==> src/rtl/muldiv_sequencer_if.sv <==
// muldiv_sequencer_if
//   Groups the CPU-facing signals of the multiply/divide sequencer.
//   master : control path / CPU side (drives launches, MT writes, MF reads)
//   slave  : the sequencer (owns HI/LO, reports busy/stall/done)
//   Signals:
//     start_mul, start_div, is_unsigned  launch controls
//     op_a, op_b                         rs / rt operands
//     mthi, mtlo, wdata                  direct HI/LO writes
//     rd_hilo                            current instruction reads HI/LO
//     hi, lo                             architectural HI/LO registers
//     busy, stall, done                  sequencing status
interface muldiv_sequencer_if;
  logic        start_mul;
  logic        start_div;
  logic        is_unsigned;
  logic [31:0] op_a;
  logic [31:0] op_b;
  logic        mthi;
  logic        mtlo;
  logic [31:0] wdata;
  logic        rd_hilo;
  logic [31:0] hi;
  logic [31:0] lo;
  logic        busy;
  logic        stall;
  logic        done;

  modport master (
    output start_mul, start_div, is_unsigned, op_a, op_b,
    output mthi, mtlo, wdata, rd_hilo,
    input  hi, lo, busy, stall, done
  );

  modport slave (
    input  start_mul, start_div, is_unsigned, op_a, op_b,
    input  mthi, mtlo, wdata, rd_hilo,
    output hi, lo, busy, stall, done
  );
endinterface

==> src/rtl/muldiv_sequencer.sv <==
// muldiv_sequencer
//   Multi-cycle multiply/divide controller owning the HI/LO pair.
//   MULT/MULTU run a 32-step shift-add, DIV/DIVU a 32-step restoring divide,
//   both on operand magnitudes; a final FIX cycle applies sign correction and
//   writes HI/LO. While busy, any HI/LO-touching instruction is stalled.
//   Ports:
//     clk    system clock
//     reset  synchronous, active-high reset
//     bus    muldiv_sequencer_if.slave (launch, MT/MF, HI/LO, busy/stall/done)
//   Optional feature macro: MULDIV_FAST_MUL_EN
//     defined   -> multiplies complete combinationally at the launch edge
//     undefined -> multiplies use the iterative sequence
module muldiv_sequencer #(
  parameter int ITER = 32
) (
  input  logic                  clk,
  input  logic                  reset,
  muldiv_sequencer_if.slave     bus
);

  typedef enum logic [1:0] {
    IDLE = 2'd0,
    RUN  = 2'd1,
    FIX  = 2'd2
  } state_t;

  localparam logic [5:0] LAST_CNT = 6'(ITER - 1);

  function automatic logic [31:0] neg32(input logic [31:0] v);
    return ~v + 32'd1;
  endfunction

  // Magnitude of a signed operand; unsigned operands pass through raw.
  function automatic logic [31:0] mag32(input logic [31:0] v, input logic uns);
    return (!uns && v[31]) ? neg32(v) : v;
  endfunction

  state_t      state_r;
  logic        is_div_r;
  logic        sign_a_r;
  logic        sign_b_r;
  logic        div_zero_r;
  logic [5:0]  cnt_r;
  logic [31:0] mcand_r;     // multiplicand (mul) or divisor (div) magnitude
  logic [31:0] acc_r;       // upper product accumulator (mul) or remainder (div)
  logic [31:0] low_r;       // multiplier shifting out (mul) or quotient (div)
  logic [31:0] op_a_raw_r;  // dividend as launched, returned on divide by zero
  logic [31:0] hi_r;
  logic [31:0] lo_r;
  logic        busy_r;
  logic        done_r;

  logic [31:0] mag_a_s;
  logic [31:0] mag_b_s;
  logic [32:0] mul_sum_s;
  logic [32:0] div_sh_s;
  logic [31:0] acc_next_s;
  logic [31:0] low_next_s;
  logic [63:0] prod_fix_s;
  logic [31:0] quot_fix_s;
  logic [31:0] rem_fix_s;
  logic        launch_seq_s;
  logic        fast_mul_s;
  logic [63:0] fast_prod_s;

  // Launch decode; divide wins a simultaneous launch.
  always_comb begin
    mag_a_s = mag32(bus.op_a, bus.is_unsigned);
    mag_b_s = mag32(bus.op_b, bus.is_unsigned);
`ifdef MULDIV_FAST_MUL_EN
    launch_seq_s = bus.start_div;
    fast_mul_s   = bus.start_mul & ~bus.start_div;
    // Low 64 bits of the product of extended operands equal the signed or
    // unsigned 64-bit product, so one unsigned multiplier serves both.
    fast_prod_s  = (bus.is_unsigned ? {32'd0, bus.op_a} : {{32{bus.op_a[31]}}, bus.op_a})
                 * (bus.is_unsigned ? {32'd0, bus.op_b} : {{32{bus.op_b[31]}}, bus.op_b});
`else
    launch_seq_s = bus.start_div | bus.start_mul;
    fast_mul_s   = 1'b0;
    fast_prod_s  = 64'd0;
`endif
  end

  // One iteration of shift-add multiply or restoring divide.
  always_comb begin
    mul_sum_s = {1'b0, acc_r} + {1'b0, (low_r[0] ? mcand_r : 32'd0)};
    div_sh_s  = {acc_r, low_r[31]};
    if (is_div_r) begin
      if (div_sh_s >= {1'b0, mcand_r}) begin
        // Difference is below the divisor, so the low 32 bits are exact.
        acc_next_s = div_sh_s[31:0] - mcand_r;
        low_next_s = {low_r[30:0], 1'b1};
      end else begin
        acc_next_s = div_sh_s[31:0];
        low_next_s = {low_r[30:0], 1'b0};
      end
    end else begin
      acc_next_s = mul_sum_s[32:1];
      low_next_s = {mul_sum_s[0], low_r[31:1]};
    end
  end

  // Sign correction of the finished magnitudes.
  always_comb begin
    if (sign_a_r ^ sign_b_r) begin
      prod_fix_s = ~{acc_r, low_r} + 64'd1;
    end else begin
      prod_fix_s = {acc_r, low_r};
    end
    if (div_zero_r) begin
      quot_fix_s = 32'hFFFF_FFFF;
      rem_fix_s  = op_a_raw_r;
    end else begin
      quot_fix_s = (sign_a_r ^ sign_b_r) ? neg32(low_r) : low_r;
      rem_fix_s  = sign_a_r ? neg32(acc_r) : acc_r;
    end
  end

  // Sequencer FSM with HI/LO ownership and registered status.
  always_ff @(posedge clk) begin
    if (reset) begin
      state_r    <= IDLE;
      is_div_r   <= 1'b0;
      sign_a_r   <= 1'b0;
      sign_b_r   <= 1'b0;
      div_zero_r <= 1'b0;
      cnt_r      <= 6'd0;
      mcand_r    <= 32'd0;
      acc_r      <= 32'd0;
      low_r      <= 32'd0;
      op_a_raw_r <= 32'd0;
      hi_r       <= 32'd0;
      lo_r       <= 32'd0;
      busy_r     <= 1'b0;
      done_r     <= 1'b0;
    end else begin
      done_r <= 1'b0;
      case (state_r)
        IDLE: begin
          if (launch_seq_s) begin
            state_r    <= RUN;
            busy_r     <= 1'b1;
            cnt_r      <= 6'd0;
            is_div_r   <= bus.start_div;
            sign_a_r   <= ~bus.is_unsigned & bus.op_a[31];
            sign_b_r   <= ~bus.is_unsigned & bus.op_b[31];
            div_zero_r <= bus.start_div & (bus.op_b == 32'd0);
            op_a_raw_r <= bus.op_a;
            acc_r      <= 32'd0;
            mcand_r    <= bus.start_div ? mag_b_s : mag_a_s;
            low_r      <= bus.start_div ? mag_a_s : mag_b_s;
          end else if (fast_mul_s) begin
            hi_r   <= fast_prod_s[63:32];
            lo_r   <= fast_prod_s[31:0];
            done_r <= 1'b1;
          end else begin
            if (bus.mthi) hi_r <= bus.wdata;
            if (bus.mtlo) lo_r <= bus.wdata;
          end
        end
        RUN: begin
          acc_r <= acc_next_s;
          low_r <= low_next_s;
          cnt_r <= cnt_r + 6'd1;
          if (cnt_r == LAST_CNT) state_r <= FIX;
        end
        FIX: begin
          if (is_div_r) begin
            hi_r <= rem_fix_s;
            lo_r <= quot_fix_s;
          end else begin
            hi_r <= prod_fix_s[63:32];
            lo_r <= prod_fix_s[31:0];
          end
          state_r <= IDLE;
          busy_r  <= 1'b0;
          done_r  <= 1'b1;
        end
        default: begin
          state_r <= IDLE;
          busy_r  <= 1'b0;
        end
      endcase
    end
  end

  assign bus.hi    = hi_r;
  assign bus.lo    = lo_r;
  assign bus.busy  = busy_r;
  assign bus.done  = done_r;
  // Stall must act in the same cycle the HI/LO access is decoded.
  assign bus.stall = busy_r & (bus.rd_hilo | bus.start_mul | bus.start_div | bus.mthi | bus.mtlo);

endmodule

==> src/flat_wrapper.sv <==
// flat-port wrapper written by rule: the top's interface ports become plain ports
module muldiv_sequencer_flat 
#(
  parameter int ITER = 32
)
  (clk, reset, bus_start_mul, bus_start_div, bus_is_unsigned, bus_op_a, bus_op_b, bus_mthi, bus_mtlo, bus_wdata, bus_rd_hilo, bus_hi, bus_lo, bus_busy, bus_stall, bus_done);
  muldiv_sequencer_if bus_i ();
  input  logic clk;
  input  logic reset;
  input wire logic [$bits(bus_i.start_mul)-1:0] bus_start_mul;
  input wire logic [$bits(bus_i.start_div)-1:0] bus_start_div;
  input wire logic [$bits(bus_i.is_unsigned)-1:0] bus_is_unsigned;
  input wire logic [$bits(bus_i.op_a)-1:0] bus_op_a;
  input wire logic [$bits(bus_i.op_b)-1:0] bus_op_b;
  input wire logic [$bits(bus_i.mthi)-1:0] bus_mthi;
  input wire logic [$bits(bus_i.mtlo)-1:0] bus_mtlo;
  input wire logic [$bits(bus_i.wdata)-1:0] bus_wdata;
  input wire logic [$bits(bus_i.rd_hilo)-1:0] bus_rd_hilo;
  output wire logic [$bits(bus_i.hi)-1:0] bus_hi;
  output wire logic [$bits(bus_i.lo)-1:0] bus_lo;
  output wire logic [$bits(bus_i.busy)-1:0] bus_busy;
  output wire logic [$bits(bus_i.stall)-1:0] bus_stall;
  output wire logic [$bits(bus_i.done)-1:0] bus_done;
  assign bus_i.start_mul = bus_start_mul;
  assign bus_i.start_div = bus_start_div;
  assign bus_i.is_unsigned = bus_is_unsigned;
  assign bus_i.op_a = bus_op_a;
  assign bus_i.op_b = bus_op_b;
  assign bus_i.mthi = bus_mthi;
  assign bus_i.mtlo = bus_mtlo;
  assign bus_i.wdata = bus_wdata;
  assign bus_i.rd_hilo = bus_rd_hilo;
  assign bus_hi = bus_i.hi;
  assign bus_lo = bus_i.lo;
  assign bus_busy = bus_i.busy;
  assign bus_stall = bus_i.stall;
  assign bus_done = bus_i.done;
  muldiv_sequencer #(.ITER(ITER)) u_core (.clk(clk), .reset(reset), .bus(bus_i));
endmodule
==> config.mk <==
export PLATFORM = sky130hd
export DESIGN_NAME = muldiv_sequencer_flat
export DESIGN_NICKNAME = d
export VERILOG_FILES = /design/src/rtl/muldiv_sequencer_if.sv /design/src/rtl/muldiv_sequencer.sv /design/src/flat_wrapper.sv
export SDC_FILE = /design/constraint.sdc
export NUM_CORES = 1
export LEC_CHECK = 0
export CAP_MARGIN = 30
export CORE_MARGIN = 10
export CORE_UTILIZATION = 54
export CTS_BUF_LIST = sky130_fd_sc_hd__clkbuf_2 sky130_fd_sc_hd__clkbuf_4 sky130_fd_sc_hd__clkbuf_8
export DETAILED_ROUTE_END_ITERATION = 16
export PLACE_DENSITY = 0.8
export REMOVE_ABC_BUFFERS = 1
export SLEW_MARGIN = 0
export SYNTH_ARGS = -nofsm -noshare
export SYNTH_HDL_FRONTEND = slang
export SYNTH_SLANG_ARGS = --single-unit
==> constraint.sdc <==
create_clock -name clk -period 3.12 [get_ports clk]
set_clock_uncertainty 0.2 [all_clocks]
set_input_delay 0.624 -clock clk [delete_from_list [all_inputs] [get_ports clk]]
set_output_delay 0.624 -clock clk [all_outputs]
set_load 0.05 [all_outputs]
==> flow_summary.yaml <==
final_layout:
  drive_gt1_share_pct: 22.4
  multi_input_area_um2: 12600
  areaGrowthSynthToFinish_pct: 37.9
  layout_commonest_cell: "buf_4"
  seq_area_um2: 4140
  layout_common_cells: "364 x buf_4, 294 x nand2_1, 243 x a21oi_1"
  antennaDiodeCount: 0
  fillers: 2275
  fin_area_um2: 23100
  nNetsFinal: 2914
placed_design:
  post-dp-hpwl_um: 51900
  placed_area_um2: 21200
  port_buffers: 170
  place_congestion: 1.06
floorplanning:
  ios: 171
  initial_utilization_pct: 54.7
  die_y_um: 196
  core_um2: 30600
  dieWidth_um: 196
  rows: 64
  die-area_um2: 38400
critical_path:
  cp_num_cells: 14
  worstPathMaxFanout: 8
  critPathLaunchType: "flip-flop"
  cp.arrival_ns: 3.41
  critPathTopFamily: "compound AO/OA/AOI/OAI gates"
  crit_required_ns: 3.33
  worstSetupEndpoint: "u_core.acc_r[20]"
  crit_type: "reg -> reg"
  r2r-end: "u_core.acc_r[20]"
  r2r_setup_slack_ns: -0.08
  startpoint: "u_core.low_r[0]"
  slowest_delay_ns: 0.43
  crit_chain: "inv_8 -> buf_8 -> buf_12 -> nor2_1 -> ha_1 -> a21o_1 -> a31oi_1 -> a21boi_0 -> a211oi_2 -> nand2_1 -> a21oi_2 -> xor2_1 -> nor2_1 -> a221o_1"
  crit_top_cell: "nor2_1"
  crit_buf_inv: 3
  slowest_stage: "dfxtp_4"
  r2r-start: "u_core.low_r[0]"
  r2r_cells: 14
  end_kind: "flip-flop"
power:
  intPower_mw: 6.01
  sw_frac_of_total_pct: 37.9
  pwr-share-clk_pct: 28.9
  cellPowerDensity_nw_per_um2: 419
  p_leak_nw: 9.45
  p_comb_share_pct: 39.9
  p_sw_mw: 3.66
  pwr-share-seq_pct: 31.2
  ir_worst_vdd_v: 0.000362
timing:
  setup_viol: 1
  max_slew_margin_pct: 34.7
  hold_violations: 0
  finalWorstSetupSlack_ns: -0.0798
  fin_crit_sh_pct: 103
  period_needed_ns: 3.20
  rsz0062_at_grt: "true"
  hold_ws_ns: 0.220
  slew_violations: 0
  fmax_ghz: 0.313
  tightest_slew_ns: 0.979
cts:
  cts_buffer_depth: 3
  cts_tree: "done"
  cts_root_buf: "clkbuf_8"
  clk-insertion-delay-late_ns: 0.55
  htreeDepth: 2
  hold_buffers: 0
  clk_pin_slew_worst_paths_ns: 0.07
  numCtsBuffers: 37
  cts.sink_count: 206
synth:
  ys_types: 77
  synth.cell_area_um2: 16700
  synth_edf_count: 0
  synthCells: 2329
  synth_seq_area_share_pct: 24.6
  ys_seq_elements: 206
  synthArstFlopShare_pct: 0
  avgSynthCellArea_um2: 7.18
  yosys_warnings: 0
  ys.flop_type: "dfxtp_1"
global_route:
  grt_start_max_net_pins: 80
  grt_util_all_layers_pct: 34.0
  grt_pass1_wl_um: 106000
  overflow: 0
  grt_pass1_vias: 19499
  antenna_found_initial: 0
hold_path:
  hold_class: "in -> reg"
detailed_routing:
  wl_per_cell_um: 22.3
  ant_nets: 0
  num_vias: 20475
  drt-initial-drc-count: 2441
  drt_pass1_iterations: 8
  drt-total-wl_um: 70500
  drc_errors: 0
  vias_per_cell: 6.48
status:
  violations: "negative setup slack"
  outcome: "finished with violations"
flow_run:
  cap_violations: 0
[flip-flops by register name, indices dropped and copies added (netlist names), 2 cells and up]
name and cells:
u_core.acc_r 32, u_core.bus.hi 32, u_core.bus.lo 32, u_core.cnt_r 6, u_core.low_r 32, u_core.mcand_r 32, u_core.op_a_raw_r 32, u_core.state_r 2
[worst min-delay path by stage]
stage,start,depth (start not counted),endpoint
floorplan,u_core.mcand_r[10],2,u_core.mcand_r[10]
global placement,u_core.bus.lo[15],2,u_core.bus.lo[15]
detailed placement,u_core.mcand_r[16],2,u_core.mcand_r[16]
CTS,reset,2,u_core.bus.lo[1]
global route,reset,2,u_core.state_r[0]
finish,reset,2,u_core.bus.lo[1]
[worst reg2reg max path, stage by stage, from the launching register on]
cell and delay, ns:
dfxtp_4 0.43, inv_8 0.07, buf_8 0.14, buf_12 0.13
nor2_1 0.09, ha_1 0.32, a21o_1 0.21, a31oi_1 0.18
a21boi_0 0.16, a211oi_2 0.26, nand2_1 0.13, a21oi_2 0.18
xor2_1 0.20, nor2_1 0.06, a221o_1 0.29
[final cells by class]
cell class / count / area share [%]
flip-flops and latches: 206 / 17.9
multi-input cells: 1872 / 54.5
clock buffers: 60 / 3.31
well taps: 396 / 2.15
repair buffers: 558 / 21.0
clock inverters: 5 / 0.119
inverters: 64 / 1.08
[metal layers]
layer,vias to the layer above,global-route usage [%],routed length [µm]
li1,9253,-,-
met1,9573,41.8,26900
met2,1332,53.6,31300
met3,317,6.39,7250
met4,0,21.4,5060
met5,-,0,0
[cell usage after synthesis (all sizes together), types with 22 or more instances]
cell | instances | area share (%)
nand3 | 35 | 1.0
a21oi | 260 | 7.8
o21ai | 124 | 3.7
inv | 62 | 1.4
a21o | 29 | 1.3
clkbuf | 162 | 3.6
o31ai | 25 | 1.1
nor2 | 236 | 5.3
mux2i | 56 | 3.3
o211ai | 47 | 2.1
nand2 | 300 | 6.7
o221ai | 36 | 1.9
buf | 25 | 0.63
nor3 | 57 | 1.7
ha | 69 | 5.2
or3 | 23 | 0.86
dfxtp | 206 | 25
nor4 | 29 | 1.2
a31oi | 27 | 1.0
nand2b | 22 | 0.82
xor2 | 86 | 4.5
xnor2 | 104 | 5.4
a211oi | 70 | 3.2
[power by group through the flow]
| stage | Clock [mW] | Combinational, mW | Sequential [mW] |
|---|---|---|---|
| 2_1_floorplan | 0 | 1.77 | 3.24 |
| 3_3_place_gp | 0 | 3.41 | 3.04 |
| 3_5_place_dp | 0 | 3.48 | 3.05 |
| 4_1_cts | 2.79 | 3.57 | 3.00 |
| 5_1_grt | 2.91 | 4.10 | 3.03 |
| 6_report | 2.79 | 3.85 | 3.02 |
[per-stage QoR]
stage	total power, mW	setup WS (ns)	TNS, ns	cells	utilization, %
floorplan	5.01	-4.05	-359.06	2142	-
global placement	6.45	-0.601	-18.42	3072	69.2
detailed placement	6.53	-0.675	-22.06	3072	69.2
CTS	9.36	-0.0431	-0.0609	3151	73.0
global route	10.0	-0.196	-0.931	3161	75.4
finish	9.66	-0.0798	-0.0798	3161	75.4
[logic make-up (layout without fill, tap and decap cells)]
group	count (synthesis)	in the layout	share of synthesized area, %
buffers and inverters	251	687	5.71
xor gates and xnor gates	190	190	9.94
muxes	64	64	3.91
and+or+nand+nor	787	787	21.3
AOI/OAI and AO/OA	760	760	29.1
DFF	206	206	24.6
adders and majority gates	71	71	5.40
[timing repair]
item,CTS,global route
setup buffers,17,12
endpoints found under the setup margin,40,67
resized for setup,74,148
pin swaps,38,75
endpoints found under the hold margin,0,0
(Power assumes the default switching activity.)
